<file path="src/rtl/keypad_hex_entry.sv">
// keypad_hex_entry: 4x4 matrix keypad scanner with debounce, shifting accepted hex digits into a 16-bit entry register
// Ports:
//   clk, rst      clock; asynchronous active-high reset
//   col[3:0]      keypad columns, active-low, asynchronous to clk
//   clr           synchronous clear of value/ndigits
//   row[3:0]      keypad row drive, active-low, one-hot-zero
//   key_code[3:0] code {row, column} of the last accepted key
//   key_valid     one-cycle pulse per accepted key
//   key_held      high from acceptance until the release is accepted
//   value[15:0]   entry register, newest digit in [3:0]
//   ndigits[2:0]  digits entered since clear, saturating at 4
module keypad_hex_entry #(
    parameter int SCAN_DIV = 25000,
    parameter int DEBOUNCE = 16
) (
    input  logic        clk,
    input  logic        rst,
    input  logic [3:0]  col,
    input  logic        clr,
    output logic [3:0]  row,
    output logic [3:0]  key_code,
    output logic        key_valid,
    output logic        key_held,
    output logic [15:0] value,
    output logic [2:0]  ndigits
);
    localparam int DW = $clog2(SCAN_DIV);
    localparam int CW = $clog2(DEBOUNCE + 1);
    localparam logic [1:0] S_SCAN = 2'd0;
    localparam logic [1:0] S_DEB  = 2'd1;
    localparam logic [1:0] S_HELD = 2'd2;
    localparam logic [CW-1:0] LAST = CW'(DEBOUNCE - 1);

    logic [3:0]    s1, scol, low, code;
    logic [DW-1:0] div_cnt;
    logic [1:0]    state, r, c, cidx;
    logic [CW-1:0] mcnt, rcnt;
    logic          tick, single, accept, release_ok;

    assign low = ~scol;
    // exactly one column low; none or several (ghosting) is never a key
    assign single = (low != 4'd0) && ((low & (low - 4'd1)) == 4'd0);
    assign cidx = low[1] ? 2'd1 : low[2] ? 2'd2 : low[3] ? 2'd3 : 2'd0;
    assign tick = div_cnt == DW'(SCAN_DIV - 1);
    assign code = {r, cidx};
    // with DEBOUNCE==1 the detect tick is itself the accepting tick
    assign accept = tick && single &&
                    ((state == S_SCAN && DEBOUNCE == 1) ||
                     (state == S_DEB && cidx == c && mcnt == LAST));
    assign release_ok = tick && state == S_HELD && scol == 4'hF && rcnt == LAST;
    assign row = ~(4'b0001 << r);

    always_ff @(posedge clk or posedge rst) begin
        if (rst) begin
            s1   <= 4'hF;
            scol <= 4'hF;
        end else begin
            s1   <= col;
            scol <= s1;
        end
    end

    always_ff @(posedge clk or posedge rst) begin
        if (rst) div_cnt <= '0;
        else     div_cnt <= tick ? '0 : div_cnt + DW'(1);
    end

    always_ff @(posedge clk or posedge rst) begin
        if (rst) begin
            state <= S_SCAN;
            r     <= 2'd0;
            c     <= 2'd0;
            mcnt  <= '0;
            rcnt  <= '0;
        end else if (tick) begin
            case (state)
                S_SCAN: begin
                    if (single) begin
                        c     <= cidx;
                        mcnt  <= CW'(1);
                        rcnt  <= '0;
                        state <= accept ? S_HELD : S_DEB;
                    end else begin
                        r <= r + 2'd1;
                    end
                end
                S_DEB: begin
                    if (accept) begin
                        state <= S_HELD;
                        rcnt  <= '0;
                    end else if (single && cidx == c) begin
                        mcnt <= mcnt + CW'(1);
                    end else begin
                        state <= S_SCAN;
                        r     <= r + 2'd1;
                        mcnt  <= '0;
                    end
                end
                S_HELD: begin
                    // row stays frozen, so other keys cannot be seen until release
                    if (release_ok) begin
                        state <= S_SCAN;
                        r     <= r + 2'd1;
                        rcnt  <= '0;
                    end else begin
                        rcnt <= (scol == 4'hF) ? rcnt + CW'(1) : '0;
                    end
                end
                default: state <= S_SCAN;
            endcase
        end
    end

    always_ff @(posedge clk or posedge rst) begin
        if (rst) begin
            key_code  <= 4'd0;
            key_valid <= 1'b0;
            key_held  <= 1'b0;
            value     <= 16'h0000;
            ndigits   <= 3'd0;
        end else begin
            key_valid <= accept;
            key_code  <= accept ? code : key_code;
            key_held  <= accept | (key_held & ~release_ok);
            // a digit accepted alongside clr becomes the first digit
            value     <= clr ? (accept ? {12'h000, code} : 16'h0000)
                             : (accept ? {value[11:0], code} : value);
            ndigits   <= clr ? {2'b00, accept}
                             : (accept && ndigits != 3'd4) ? ndigits + 3'd1 : ndigits;
        end
    end
endmodule

</file>
<file path="config.mk">
export PLATFORM = sky130hd
export DESIGN_NAME = keypad_hex_entry
export DESIGN_NICKNAME = d
export VERILOG_FILES = /design/src/rtl/keypad_hex_entry.sv
export SDC_FILE = /design/constraint.sdc
export NUM_CORES = 1
export LEC_CHECK = 0
export ABC_CLOCK_PERIOD_IN_PS = 5100
export CAP_MARGIN = 20
export CORE_ASPECT_RATIO = 0.7
export CORE_MARGIN = 2
export CORE_UTILIZATION = 55
export CTS_CLUSTER_DIAMETER = 150
export DETAILED_ROUTE_END_ITERATION = 10
export PLACE_DENSITY = 0.8
export SLEW_MARGIN = 20
export SYNTH_ARGS = -nofsm -noshare
export SYNTH_HDL_FRONTEND = slang
export SYNTH_SLANG_ARGS = --single-unit
export TNS_END_PERCENT = 1
</file>
<file path="constraint.sdc">
create_clock -name clk -period 5.1 [get_ports clk]
set_input_delay 1.53 -clock clk [delete_from_list [all_inputs] [get_ports clk]]
set_output_delay 1.53 -clock clk [all_outputs]
set_load 0.005 [all_outputs]
</file>
* Yosys cells after proc, flatten, opt, wreduce, memory -nomap -nowiden *
Cells that the tools add are included.

word-level totals
  register bits = 64
  input port bits = 7
  logic and storage cells = 92

cells by class
  add/subtract/negate cells = 6
  equality and inequality tests = 15
  shifts and indexed selects = 1
  muxes and demuxes = 29
  bitwise logic cells = 6
  reduce and logical (&&, ||, !) cells = 22

operator list
  operator                                                                number
  5-bit 2-to-1 mux                                                        7
  16-bit 2-to-1 mux                                                       2
  2-bit 2-to-1 mux                                                        12
  15-bit by 1-bit adder with 15-bit output (second input constant)        1
  15-bit equality test (second input constant)                            1
  15-bit 2-to-1 mux                                                       1
  5-bit one-hot mux with 3 select lines                                   1
  2-bit != test (second input constant)                                   6
  2-bit one-hot mux with 3 select lines                                   2
  4-bit AND reduction                                                     3
  5-bit by 1-bit adder with 5-bit output (second input constant)          2
  5-bit by 4-bit equality test with 1-bit output (second input constant)  2
  1-bit logical AND                                                       10
  5-bit one-hot mux with 2 select lines                                   1
  4-bit NOT                                                               2
  3-bit 2-to-1 mux                                                        2
  3-bit != test (second input constant)                                   2
  6-bit AND reduction                                                     1
  2-bit nonzero test                                                      3
  4-bit AND                                                               1
  4-bit equality test (second input constant)                             1
  4-bit logical NOT                                                       1
  4-bit 2-to-1 mux                                                        1
  4-bit nonzero test                                                      1
  13 further kinds                                                        13

* Depth between registers and ports, before layout *
Gate-level depths: netlist (run 1).

  depth in word-level cells = 11
  depth in mapped cells = 9

* Worst setup path before layout (run 1) *
Ideal clock, no wire load.

  kind = in2reg
  start point = input clr
  end point = register ndigits[0]
  library setup time = 0.139 ns
  data arrival time = 2.172 ns
  required time = 4.961 ns
  path slack = 2.789 ns
  cell stages on the path = 4
  path buffers = 1
  cell sequence = clkbuf_1 -> or2_2 -> a21oi_1 -> a211oi_1

between the ends
  longest elaborated chain between the ends = 1
  elaborated cells on any way between the ends = 2
  classes of those cells = mux: 1; reduce/logical: 1

ends and longest elaborated chain
  item                                                           line  RTL
  start, declared                                                19    input logic clr,
  3-bit 2-to-1 mux / 2-bit nonzero test (equally long branches)  --
  end signal, assigned                                           128   ndigits <= clr ? {2'b00, accept}
  end, declared                                                  25    output logic [2:0] ndigits

Several ways; a longest one is shown, not always the timed one.
A chain may end at the register's enable or synchronous reset.

* Final worst setup path (run 1) *
  start point = register r[0]
  end point = output row[0]

between the ends
  longest elaborated chain between the ends = 2

ends and longest elaborated chain
  item                                         line  RTL
  start, declared                              36    logic [1:0] state, r, c, cidx;
  start signal, assigned                       84    r <= r + 2'd1;
  start signal, assigned                       95    r <= r + 2'd1;
  start signal, assigned                       103   r <= r + 2'd1;
  1-bit by 2-bit << shifter with 4-bit output  51    assign row = ~(4'b0001 << r);
  4-bit NOT                                    51
  end, declared                                20    output logic [3:0] row,

Every way passes these cells.

==> results of run 1 <==
-- flip-flops by register name, indices dropped and copies added, names as in the netlist, 3 cells and up --
register,count
value,16
ndigits,3
mcnt,5
rcnt,5
scol,4
div_cnt,15
key_code,4
s1,4
-- where the power goes --
part	switching (mW)	internal (mW)	total [mW]	leakage (nW)
Combinational	0.0164	0.00821	0.0247	0.672
Clock	0.190	0.189	0.378	0.0930
Sequential	0.00382	0.513	0.517	0.852
Total	0.210	0.710	0.920	1.62
-- metrics by stage --
step	hold slack (ns)	worst slack, ns	util [%]	instance area [µm²]
CTS	0.3563	1.950	68.68	3630
floorplan	0.3452	1.985	-	3043
global placement	0.3469	2.056	65.39	3456
detailed placement	0.3468	2.011	65.39	3456
global route	0.3642	1.808	68.68	3630
finish	0.3527	1.974	68.68	3630
-- how the worst min path moves through the flow --
stage,depth (start not counted),end,startpoint
floorplan,0,scol[0],s1[0]
global placement,0,scol[1],s1[1]
detailed placement,0,scol[2],s1[2]
CTS,0,scol[1],s1[1]
global route,0,scol[3],s1[3]
finish,0,scol[3],s1[3]
-- layer usage --
| metal | vias up | GRT usage, % | routed length [µm] |
|---|---|---|---|
| met5 | - | 0 | 0 |
| met4 | 0 | 4.963 | 70 |
| met3 | 9 | 7.868 | 365 |
| met2 | 78 | 31.88 | 2647 |
| met1 | 1118 | 30.22 | 2801 |
| li1 | 1086 | - | - |
-- final cells by class --
cell class	count	area [µm²]
fillers	417	1655
multi-input cells	197	1318
inverters	19	71.32
repair buffers	37	365.4
flip-flops and latches	64	1612
well taps	72	90.09
clock buffers	11	141.4
clock inverters	5	32.53
-- logic make-up (layout without fill, tap and decap cells) --
group           Yosys count  in the layout
fa+ha+maj                11             11
flops                    64             64
simple gates            109            109
xor+xnor                 15             15
compound gates           57             57
mux                       5              5
buf+inv                  29             72
-- critical path: stages (launching register included) --
cell and delay [ns]:
dfrtp_1 0.40, inv_1 0.12, ha_1 0.21, inv_1 0.05, clkdlybuf4s50_1 0.48
-- placed cells by master (no fill, tap or decap), drive strengths merged, types with 3 or more instances in the layout --
cell type      instances
dfstp                  8
xor2                   9
and4b                  4
nor2b                  4
a21oi                 20
mux2                   3
xnor2                  6
inv                   19
a211oi                 4
a21o                   3
o2bb2ai                4
and2                   3
nor2                  17
and3                   5
nor3                   3
dfrtp                 56
nand2b                 3
clkdlybuf4s50         35
clkinv                 5
nand3                  5
clkbuf                11
a22o                   7
nand4                  5
nor3b                  5
nand2                 45
o21ai                  9
ha                    11
==> results.yml, run 1 <==
synthesis:
  synth-xor-area-share_pct: 4.317
  netlist_area_um2: 3043
  synth.distinct_cells: 52
  synth-seq-area-share_pct: 52.96
  synth-edff-count: 0
  syn_nets: 308
  synth_top_area_cell: "dfrtp_1"
  syn_inst: 290
  async_flop_share_pct: 100.0
  synth_mux_area_share_pct: 1.768
  synthAdderAreaFrac_pct: 4.523
  synth_top_family_by_area: "simple AND/OR/NAND/NOR gates"
  yosys.area_share.simple_pct: 18.91
  ys.warnings.count: 0
  yosys-top-cells-area: "dfrtp_1 (46%), dfstp_2 (6.9%), nand2_1 (5.6%)"
  ys_ff_latch: 64
  synth.most_common_cell: "dfrtp_1"
  avgSynthCellArea_um2: 10.49
  yosys-top-cells-count: "dfrtp_1 (56), nand2_1 (45), a21oi_1 (20)"
  synth_flop_cell: "dfrtp_1"
  synth_compound_area_share_pct: 13.36
  synth_top_area_share_pct: 46.05
cts:
  h-tree-depth: 3
  hold_buffers: 0
  cts.sinks: 64
  cts_resized: 0
  cts_tree: "built"
  cts_inserted_buffers: 9
  cts_setup_buffers: 0
  clock_path_buffers: 2
  clkTransAtPathRegs_ns: 0.07
  insertion_delay_ns: 0.35
  cts-root-buf: "clkbuf_8"
sta:
  fin_tns_setup_ns: 0
  setup_viol: 0
  max_slew.worst_pin.slew_ns: 0.9609
  hold_viol: 0
  clock_skew_ns: 0.01388
  slew_headroom_pct: 35.94
  drv_slew: 0
  fin_crit_ns: 3.126
  rsz0062_at_grt: "no"
  max_freq_mhz: 319.9
  fin_crit_sh_pct: 61.30
global_route:
  grt_pass1_vias: 2106
  grt_max_degree: 44
  grt_usage_pct: 21.47
  grt_pass1_wl_mm: 10.15
  antenna_found_initial: 0
  overflow: 0
final_layout:
  diodes: 0
  drive_above_1_share_pct: 11.71
  final_cells: 405
  nets: 346
  syn2layout_area_growth_pct: 19.28
power:
  powerDensity_nw_per_um2: 253.6
  fin_total_pwr_uw: 920.4
  p_leak_nw: 1.618
  ir_worst_vdd_mv: 0.2945
worst_setup_path:
  arrival_ns: 1.60
  crit_path_end_kind: "output port"
  cp-endpoint: "row[0]"
  cp.required_ns: 3.57
  path_max_fanout: 4
  crit_start: "r[0]"
  start_kind: "flop"
  critical_path_class: "reg2out"
  reg2reg_depth: 7
  rr_startpoint: "div_cnt[0]"
  r2r_slack_ns: 2.11
  r2r-end: "value[3]"
floorplanning:
  core_um2: 5285
  initial_utilization_pct: 57.58
  fp-row-count: 22
  die_w_um: 92.90
  ios: 36
  die_h_um: 66.23
  die_area_um2: 6153
run:
  cap_viol_max_count: 0
route:
  ant_nets: 0
  vias: 2291
  drtIter0Drc: 223
  drcViolationCount: 0
  first_pass_iters: 4
  via_per_inst: 5.657
  drt_wl_total_mm: 5.885
  wl_per_cell_um: 14.53
run_status:
  status: "finished clean"
worst_hold_path:
  hp-class: "reg2reg"
placed_design:
  place_congestion: 0.7906
  dp.cells: 389
  dpl.hpwl_mm: 4.151
  io_buffers: 35
Power figures use the tool's default switching activity.
==> run 2, diff against run 1 <==
ABC_CLOCK_PERIOD_IN_PS = 2800   (was 5100)
CORE_UTILIZATION = 50   (was 55)
PLACE_DENSITY = 0.76   (was 0.8)
clock period = 2.8 ns   (was 5.1 ns; I/O delays follow)
==> results.yml, run 2 (synthesized netlist as in run 1, its figures left out) <==
final_layout:
  largest_reg_flops: 16
  diodes: 0
  final_cell_mix: "dfrtp_1 (56), nand2_1 (45), clkdlybuf4s50_1 (35)"
  top_register: "value"
  reg.largest.list: "value (16), div_cnt (15)"
  design_area_um2: 3729
  syn2layout_area_growth_pct: 22.53
  nets: 351
  layout_commonest_cell: "dfrtp_1"
  drive_above_1_share_pct: 13.02
power:
  powerDensity_nw_per_um2: 500.9
  p_switching_uw: 411.9
  swShare_pct: 22.05
  combPwrFrac_pct: 2.7
  pwr-share-seq_pct: 50.5
  clkPwrFrac_pct: 46.9
  p_leak_nw: 1.664
  ir_worst_vdd_mv: 0.2592
  p_int_mw: 1.456
floorplanning:
  fp-row-count: 23
  ios: 36
  initial_utilization_pct: 52.35
  core_um2: 5813
  die_area_um2: 6736
  die_h_um: 69.27
  die_w_um: 97.24
cts:
  clock_path_buffers: 2
  cts_resized: 0
  hold_buffers: 0
  h-tree-depth: 3
  cts_inserted_buffers: 9
  clkTransAtPathRegs_ns: 0.08
  insertion_delay_ns: 0.35
  cts.sinks: 64
  cts-root-buf: "clkbuf_8"
  cts_setup_buffers: 0
  cts_tree: "built"
sta:
  fin_crit_sh_pct: 87.99
  rsz0062_at_grt: "no"
  hold_viol: 0
  max_slew.worst_pin.slew_ns: 0.7698
  slew_headroom_pct: 47.35
  clock_skew_ns: 0.008282
  setup_viol: 0
  max_freq_mhz: 405.9
  fin_tns_setup_ns: 0
  drv_slew: 0
  fin_crit_ns: 2.464
global_route:
  antenna_found_initial: 0
  grt_max_degree: 36
  grt_pass1_wl_mm: 10.34
  grt_pass1_vias: 2063
  overflow: 0
  grt_usage_pct: 19.41
worst_setup_path:
  critical_path_class: "reg2out"
  crit_path_frequent_cell: "inv_1"
  reg2reg_depth: 5
  crit_path_end_kind: "output port"
  cp_cell_sequence: "inv_1 -> ha_1 -> inv_1 -> clkdlybuf4s50_1"
  path_max_fanout: 4
  cp.required_ns: 1.96
  cp_num_cells: 4
  critPathMaxStageDelay_ns: 0.49
  crit_buf_inv: 3
  arrival_ns: 1.62
  slowest_stage: "clkdlybuf4s50_1"
  start_kind: "flop"
  cp_top_family: "buffers and inverters"
route:
  via_per_inst: 5.320
  drcViolationCount: 0
  ant_nets: 0
  drt_wl_total_mm: 6.041
  drtIter0Drc: 161
  wl_per_cell_um: 14.63
  first_pass_iters: 4
  vias: 2197
worst_hold_path:
  hp-class: "reg2reg"
  min_path_cells: 0
run:
  cap_viol_max_count: 0
run_status:
  status: "finished clean"
placed_design:
  dpl_cell_area_um2: 3510
  io_buffers: 35
  place_congestion: 0.8380
  dpl.hpwl_mm: 4.244
## run 2: cell type report
class | count | area, µm²
inverter | 19 | 71.32
tap | 75 | 93.84
clock buffer | 9 | 123.9
clock inverter | 7 | 95.09
sequential | 64 | 1612
timing repair buffer | 42 | 415.4
fill | 481 | 2085
multi-input combinational | 197 | 1318
## run 2: worst paths after layout
| path | start | end | slack [ns] |
|---|---|---|---|
| worst max register to register | scol[1] | ndigits[0] | 0.44 |
| worst min-delay path | s1[3] | scol[3] | 0.36 |
| min in group asynchronous | rst | rcnt[3] | 0.80 |
| worst min register to register | s1[3] | scol[3] | 0.36 |
| worst max-delay path | r[0] | row[0] | 0.34 |
| max in group asynchronous | rst | s1[1] | 1.40 |
## run 2: through the flow
step	power, mW	worst slack (ns)	hold slack, ns	std cells	util (%)
floorplan	0.9869	0.3751	0.3452	290	-
global placement	1.009	0.5710	0.3466	397	60.37
detailed placement	1.011	0.4683	0.3472	397	60.37
CTS	1.883	0.3024	0.3574	413	64.14
global route	1.932	0.2348	0.3588	413	64.14
finish	1.868	0.3361	0.3564	413	64.14
## run 2: routing by layer
layer  GRT usage [%]  up-vias  share of wire (%)
met5               0        -                  0
met4           4.630        0               0.84
met3           8.165        6                4.6
met2           27.39       44                 43
met1           27.92     1058                 52
li1                -     1089                  -
## run 2: power groups by stage
| stage | clock [mW] | sequential [mW] | combinational, mW |
|---|---|---|---|
| after global placement | 0 | 0.958 | 0.0511 |
| after detailed placement | 0 | 0.960 | 0.0516 |
| final | 0.875 | 0.943 | 0.0501 |
| after CTS | 0.889 | 0.942 | 0.0517 |
| after floorplan | 0 | 0.956 | 0.0312 |
| after global routing | 0.933 | 0.943 | 0.0567 |
